==> config.mk <==
export PLATFORM = sky130hd
export DESIGN_NAME = alu_issue_ctrl
export DESIGN_NICKNAME = d
export VERILOG_FILES = /design/src/rtl/alu_issue_ctrl.sv
export SDC_FILE = /design/constraint.sdc
export NUM_CORES = 1
export LEC_CHECK = 0
export CAP_MARGIN = 0
export CORE_MARGIN = 2
export CORE_UTILIZATION = 51
export DETAILED_ROUTE_END_ITERATION = 10
export PLACE_DENSITY = 0.93
export SETUP_SLACK_MARGIN = 0.5
export SLEW_MARGIN = 20
export SYNTH_ARGS = -nofsm -noshare
export SYNTH_HDL_FRONTEND = slang
export SYNTH_SLANG_ARGS = --single-unit
==> constraint.sdc <==
create_clock -name clk -period 15.3 [get_ports clk]
set_input_delay 3.06 -clock clk [delete_from_list [all_inputs] [get_ports clk]]
set_output_delay 3.06 -clock clk [all_outputs]
set_load 0.02 [all_outputs]
==> src/rtl/alu_issue_ctrl.sv <==
// ALU issue controller: decodes ALUOp/Funct3/Funct7 into the ALU operation code
// and pushes {code, illegal, SrcA, SrcB, tag} through a 2-entry valid/ready skid
// buffer. The head entry drives the outputs directly from registers.
module alu_issue_ctrl #(
  parameter int DATA_WIDTH    = 32,
  parameter int OPCODE_LENGTH = 4,
  parameter int TAG_WIDTH     = 5,
  parameter int CNT_WIDTH     = 16
) (
  input  logic                     clk,
  input  logic                     reset,
  input  logic                     flush,
  input  logic                     in_valid,
  output logic                     in_ready,
  input  logic [2:0]               ALUOp,
  input  logic [2:0]               Funct3,
  input  logic [6:0]               Funct7,
  input  logic [DATA_WIDTH-1:0]    in_srca,
  input  logic [DATA_WIDTH-1:0]    in_srcb,
  input  logic [TAG_WIDTH-1:0]     in_tag,
  output logic                     out_valid,
  input  logic                     out_ready,
  output logic [OPCODE_LENGTH-1:0] Operation,
  output logic [DATA_WIDTH-1:0]    SrcA,
  output logic [DATA_WIDTH-1:0]    SrcB,
  output logic [TAG_WIDTH-1:0]     out_tag,
  output logic                     out_illegal,
  output logic [CNT_WIDTH-1:0]     illegal_count
);

  localparam logic [OPCODE_LENGTH-1:0] OP_AND = OPCODE_LENGTH'(4'b0000);
  localparam logic [OPCODE_LENGTH-1:0] OP_XOR = OPCODE_LENGTH'(4'b0001);
  localparam logic [OPCODE_LENGTH-1:0] OP_SUB = OPCODE_LENGTH'(4'b0010);
  localparam logic [OPCODE_LENGTH-1:0] OP_OR  = OPCODE_LENGTH'(4'b0011);
  localparam logic [OPCODE_LENGTH-1:0] OP_ADD = OPCODE_LENGTH'(4'b0100);
  localparam logic [OPCODE_LENGTH-1:0] OP_SRA = OPCODE_LENGTH'(4'b0101);
  localparam logic [OPCODE_LENGTH-1:0] OP_EQ  = OPCODE_LENGTH'(4'b1000);
  localparam logic [OPCODE_LENGTH-1:0] OP_SLL = OPCODE_LENGTH'(4'b1001);
  localparam logic [OPCODE_LENGTH-1:0] OP_LUI = OPCODE_LENGTH'(4'b1010);
  localparam logic [OPCODE_LENGTH-1:0] OP_SRL = OPCODE_LENGTH'(4'b1100);
  localparam logic [OPCODE_LENGTH-1:0] OP_SLT = OPCODE_LENGTH'(4'b1110);
  localparam logic [OPCODE_LENGTH-1:0] OP_ILL = OPCODE_LENGTH'(4'b1111);

  typedef struct packed {
    logic [OPCODE_LENGTH-1:0] op;
    logic                     ill;
    logic [DATA_WIDTH-1:0]    a;
    logic [DATA_WIDTH-1:0]    b;
    logic [TAG_WIDTH-1:0]     tag;
  } entry_t;

  logic [OPCODE_LENGTH-1:0] dec_op;
  logic                     dec_ill;
  entry_t                   head, tail, new_ent;
  logic [1:0]               cnt, cnt_nxt;
  logic                     push, pop;

  // Decode ALUOp/Funct3/Funct7; anything not listed falls to the illegal code.
  always_comb begin
    dec_op = OP_ILL;
    case (ALUOp)
      3'b000: dec_op = OP_ADD;
      3'b100: dec_op = OP_LUI;
      3'b001: begin
        if (Funct3 == 3'b000 || Funct3 == 3'b001) dec_op = OP_EQ;
        else if (Funct3 == 3'b100)                dec_op = OP_SLT;
      end
      3'b010: begin
        case (Funct3)
          3'b000: if (Funct7 == 7'h00) dec_op = OP_ADD;
                  else if (Funct7 == 7'h20) dec_op = OP_SUB;
          3'b001: if (Funct7 == 7'h00) dec_op = OP_SLL;
          3'b010: if (Funct7 == 7'h00) dec_op = OP_SLT;
          3'b100: if (Funct7 == 7'h00) dec_op = OP_XOR;
          3'b101: if (Funct7 == 7'h00) dec_op = OP_SRL;
                  else if (Funct7 == 7'h20) dec_op = OP_SRA;
          3'b110: if (Funct7 == 7'h00) dec_op = OP_OR;
          3'b111: if (Funct7 == 7'h00) dec_op = OP_AND;
          default: dec_op = OP_ILL;
        endcase
      end
      3'b011: begin
        // Immediate forms ignore Funct7 except for the shifts, where it selects/validates.
        case (Funct3)
          3'b000: dec_op = OP_ADD;
          3'b010: dec_op = OP_SLT;
          3'b100: dec_op = OP_XOR;
          3'b110: dec_op = OP_OR;
          3'b111: dec_op = OP_AND;
          3'b001: if (Funct7 == 7'h00) dec_op = OP_SLL;
          3'b101: if (Funct7 == 7'h00) dec_op = OP_SRL;
                  else if (Funct7 == 7'h20) dec_op = OP_SRA;
          default: dec_op = OP_ILL;
        endcase
      end
      default: dec_op = OP_ILL;
    endcase
    dec_ill = (dec_op == OP_ILL);
  end

  assign new_ent = '{op: dec_op, ill: dec_ill, a: in_srca, b: in_srcb, tag: in_tag};
  assign push    = in_valid & in_ready & ~flush;
  assign pop     = out_valid & out_ready & ~flush;

  // Occupancy next-state; flush empties the buffer regardless of handshakes.
  always_comb begin
    cnt_nxt = cnt;
    if (flush)              cnt_nxt = 2'd0;
    else if (push && !pop)  cnt_nxt = cnt + 2'd1;
    else if (pop && !push)  cnt_nxt = cnt - 2'd1;
  end

  // Buffer storage plus registered handshake flags derived from next occupancy.
  always_ff @(posedge clk or posedge reset) begin
    if (reset) begin
      cnt       <= 2'd0;
      head      <= '0;
      tail      <= '0;
      out_valid <= 1'b0;
      in_ready  <= 1'b1;
    end else begin
      cnt       <= cnt_nxt;
      out_valid <= (cnt_nxt != 2'd0);
      in_ready  <= (cnt_nxt != 2'd2);
      if (!flush) begin
        case (cnt)
          2'd0: if (push) head <= new_ent;
          2'd1: begin
            // With one entry a push alongside a pop becomes the new head directly.
            if (push && pop) head <= new_ent;
            else if (push)   tail <= new_ent;
          end
          2'd2: if (pop) head <= tail;
          default: ;
        endcase
      end
    end
  end

  // Saturating count of accepted illegal entries; flush never touches it.
  always_ff @(posedge clk or posedge reset) begin
    if (reset)
      illegal_count <= '0;
    else if (push && dec_ill && (illegal_count != {CNT_WIDTH{1'b1}}))
      illegal_count <= illegal_count + CNT_WIDTH'(1);
  end

  assign Operation   = head.op;
  assign out_illegal = head.ill;
  assign SrcA        = head.a;
  assign SrcB        = head.b;
  assign out_tag     = head.tag;

endmodule
==> flow_metrics.py <==
metrics = {
    "final_layout": {
        "num-nets-final": 907,
        "n_antenna_cell": 0,
        "area_growth_pct": 33.0,
        "layout-drive-gt1-share_pct": 14.5,
        "fill_cells": 1007,
    },
    "global_route": {
        "antenna_found_initial": 0,
        "track_usage_pct": 21.1,
        "grt_pass1_vias": 5551,
        "grt_max_degree": 101,
        "grt_pass1_wl_mm": 27.3,
        "gr-total-overflow": 0,
    },
    "synth": {
        "synth_top_area_share_pct": 55.1,
        "synth_async_sr_flop_share_pct": 100,
        "synth_area_um2": 7590,
        "seq_area_frac_synth_pct": 55.4,
        "syn_avg_cell_area_um2": 11.6,
        "postSynthCellCount": 654,
        "synth-edff-count": 0,
        "synth_top_cell_by_area": "dfrtp_1",
        "ys_seq_elements": 168,
        "yosysWarnings": 0,
        "synthesis.nets": 746,
        "ys.flop_type": "dfrtp_1",
        "yosys-top-cells-area": "dfrtp_1 (55%), mux2_2 (11%), mux2i_1 (9.4%), a21oi_1 (5.0%), nor2_1 (4.2%)",
        "yosysUniqueCellTypes": 55,
    },
    "worst_setup_path": {
        "regToRegSetupSlack_ns": 12.26,
        "worstSetupPathType": "in2reg",
        "reg2reg_depth": 7,
        "critPathRequiredTime_ns": 15.64,
        "critPathMaxFanout": 18,
        "r2r_start": "cnt[0]$_DFF_PP0_",
        "worst_r2r_endpoint": "SrcA[7]$_DFFE_PP0P_",
        "cp-start-kind": "input pin",
        "arrival_ns": 5.71,
        "cp-end-kind": "register",
    },
    "timing": {
        "fmax_mhz": 186,
        "hold_ws_ns": 0.491,
        "finalMaxSlewViolations": 0,
        "rsz0062_at_grt": "no",
        "worst_slew_margin_rel_pct": 31.3,
        "hold_viol_final": 0,
        "post-route-period-util_pct": 35.1,
        "period_minus_slack_ns": 5.37,
        "worstMarginPinSlew_ns": 1.03,
        "tns_ns": 0,
        "finalSetupViolCount": 0,
        "fin_skew_ns": 0.00993,
    },
    "clocking": {
        "cts_buffer_depth": 2,
        "clock-root-buffer": "clkbuf_16",
        "hold_buffers": 0,
        "clock_latency_ns": 0.42,
        "cts_setup_buffers": 0,
        "cts_num_sinks": 168,
        "cts_tree": "built",
        "tritoncts.num_buffers": 17,
        "htreeDepth": 4,
        "cts_resized": 0,
        "clk_pin_slew_ns": 0.07,
    },
    "worst_hold_path": {
        "hp-class": "reg2reg",
        "hold_path_startpoint": "illegal_count[14]$_DFFE_PP0P_",
        "holdPathStages": 1,
        "min_to": "illegal_count[14]$_DFFE_PP0P_",
    },
    "drt": {
        "post_drt_wl_per_cell_um": 16.3,
        "totalWireLength_mm": 16.5,
        "vias": 5589,
        "first_pass_iters": 5,
        "ant_nets": 0,
        "drt_iter0_drc": 357,
        "post_drt_via_cell_ratio": 5.52,
        "drc_errors": 0,
    },
    "run": {
        "drv_cap": 0,
    },
    "die": {
        "start_util_pct": 52.2,
        "die_y_um": 126,
        "die_x_um": 126,
        "die-area_um2": 15900,
        "pin_count": 179,
        "core_um2": 14500,
        "row_count": 44,
    },
    "place": {
        "gp_congestion": 0.870,
        "hpwl_mm": 10.7,
        "portBuffers": 178,
    },
    "outcome": {
        "status": "completed",
    },
    "pwr": {
        "static-leakage-power_nw": 4.16,
        "power_mw": 2.03,
        "ir_worst_vdd_mv": 0.131,
        "p_per_area_nw_per_um2": 201,
    },
}
## final cells by class
class	instances	area [um^2]	share of cell area (%)
sequential	168	4210	41.7
tap	184	230	2.28
multi-input combinational	433	3180	31.5
inverter	13	53.8	0.533
timing repair buffer	182	1810	17.9
clock inverter	14	188	1.86
clock buffer	18	429	4.25
## where the power goes
part           internal [mW]  leakage (nW)  switching, mW
Sequential             0.651          1.99          0.119
Clock                  0.262         0.292          0.184
Combinational          0.402          1.88          0.410
## cells by family (layout without fill, tap and decap cells)
family / after synthesis / in the layout / synth area share, %
xor+xnor: 18 / 18 / 2.08
buf+inv: 53 / 227 / 3.15
fa+ha+maj: 5 / 5 / 0.824
flops: 168 / 168 / 55.4
compound gates: 121 / 121 / 9.23
simple gates: 143 / 143 / 8.83
mux: 146 / 146 / 20.5
## Yosys cell counts, types with 5 or more instances
| master | instances |
|---|---|
| a21oi_1 | 76 |
| buf_1 | 7 |
| clkbuf_1 | 24 |
| dfrtp_1 | 167 |
| ha_1 | 5 |
| inv_1 | 13 |
| mux2_2 | 75 |
| mux2i_1 | 71 |
| nand2_1 | 14 |
| nand3_1 | 13 |
| nor2_1 | 85 |
| o21ai_0 | 13 |
| o22ai_1 | 5 |
| xnor2_1 | 10 |
| xor2_1 | 8 |
## layout by cell type, fill, tap and decap left out, types with 8 or more instances in the layout
| cell | instances |
|---|---|
| inv_1 | 12 |
| clkbuf_16 | 17 |
| nand2_1 | 14 |
| xor2_1 | 8 |
| clkdlybuf4s50_1 | 178 |
| mux2_2 | 75 |
| nand3_1 | 12 |
| o21ai_0 | 13 |
| xnor2_1 | 10 |
| a21oi_1 | 76 |
| nor2_1 | 85 |
| dfrtp_1 | 167 |
| mux2i_1 | 71 |
## critical path: stages
cell and delay (ns):
clkdlybuf4s50_1 0.73, nand2b_1 0.29, a2111o_1 0.42, a211oi_1 0.21, or2_1 0.22, nand4_1 0.25
nor3_1 0.36, xor2_1 0.17
## state kept, by name, summed over array words and instances (netlist names)
| signal | count |
|---|---|
| SrcA | 32 |
| out_illegal | 1 |
| Operation | 4 |
| illegal_count | 16 |
| out_valid | 1 |
| out_tag | 5 |
| in_ready | 1 |
| SrcB | 32 |
| tail | 74 |
| cnt | 2 |
## per-layer routing
layer	GRT usage [%]	routed length [um]
met1	28.7	7270
met2	33.3	7870
met3	5.52	1070
met4	7.24	289
met5	0	0
## through the flow
stage | instance area [um^2] | cells | worst slack, ns | utilization [%]
6_report | 10100 | 1012 | 9.93 | 69.5
5_1_grt | 10100 | 1012 | 9.73 | 69.5
4_1_cts | 10100 | 1012 | 9.98 | 69.5
3_5_place_dp | 9480 | 980 | 9.57 | 65.2
3_3_place_gp | 9480 | 980 | 9.65 | 65.2
2_1_floorplan | 7590 | 654 | 7.69 | -
## worst max path at each step
stage | from | endpoint | slack [ns] | cells past startpoint
after detailed placement | out_ready | SrcB[19]$_DFFE_PP0P_ | 9.57 | 7
after CTS | Funct3[2] | illegal_count[14]$_DFFE_PP0P_ | 9.98 | 8
after floorplan | reset | Operation[0]$_DFFE_PP0P_ | 7.69 | 1
final | Funct3[2] | illegal_count[14]$_DFFE_PP0P_ | 9.93 | 8
after global routing | Funct3[2] | illegal_count[14]$_DFFE_PP0P_ | 9.73 | 8
after global placement | Funct3[2] | illegal_count[1]$_DFFE_PP0P_ | 9.65 | 7
Power figures use the tool's default switching activity.
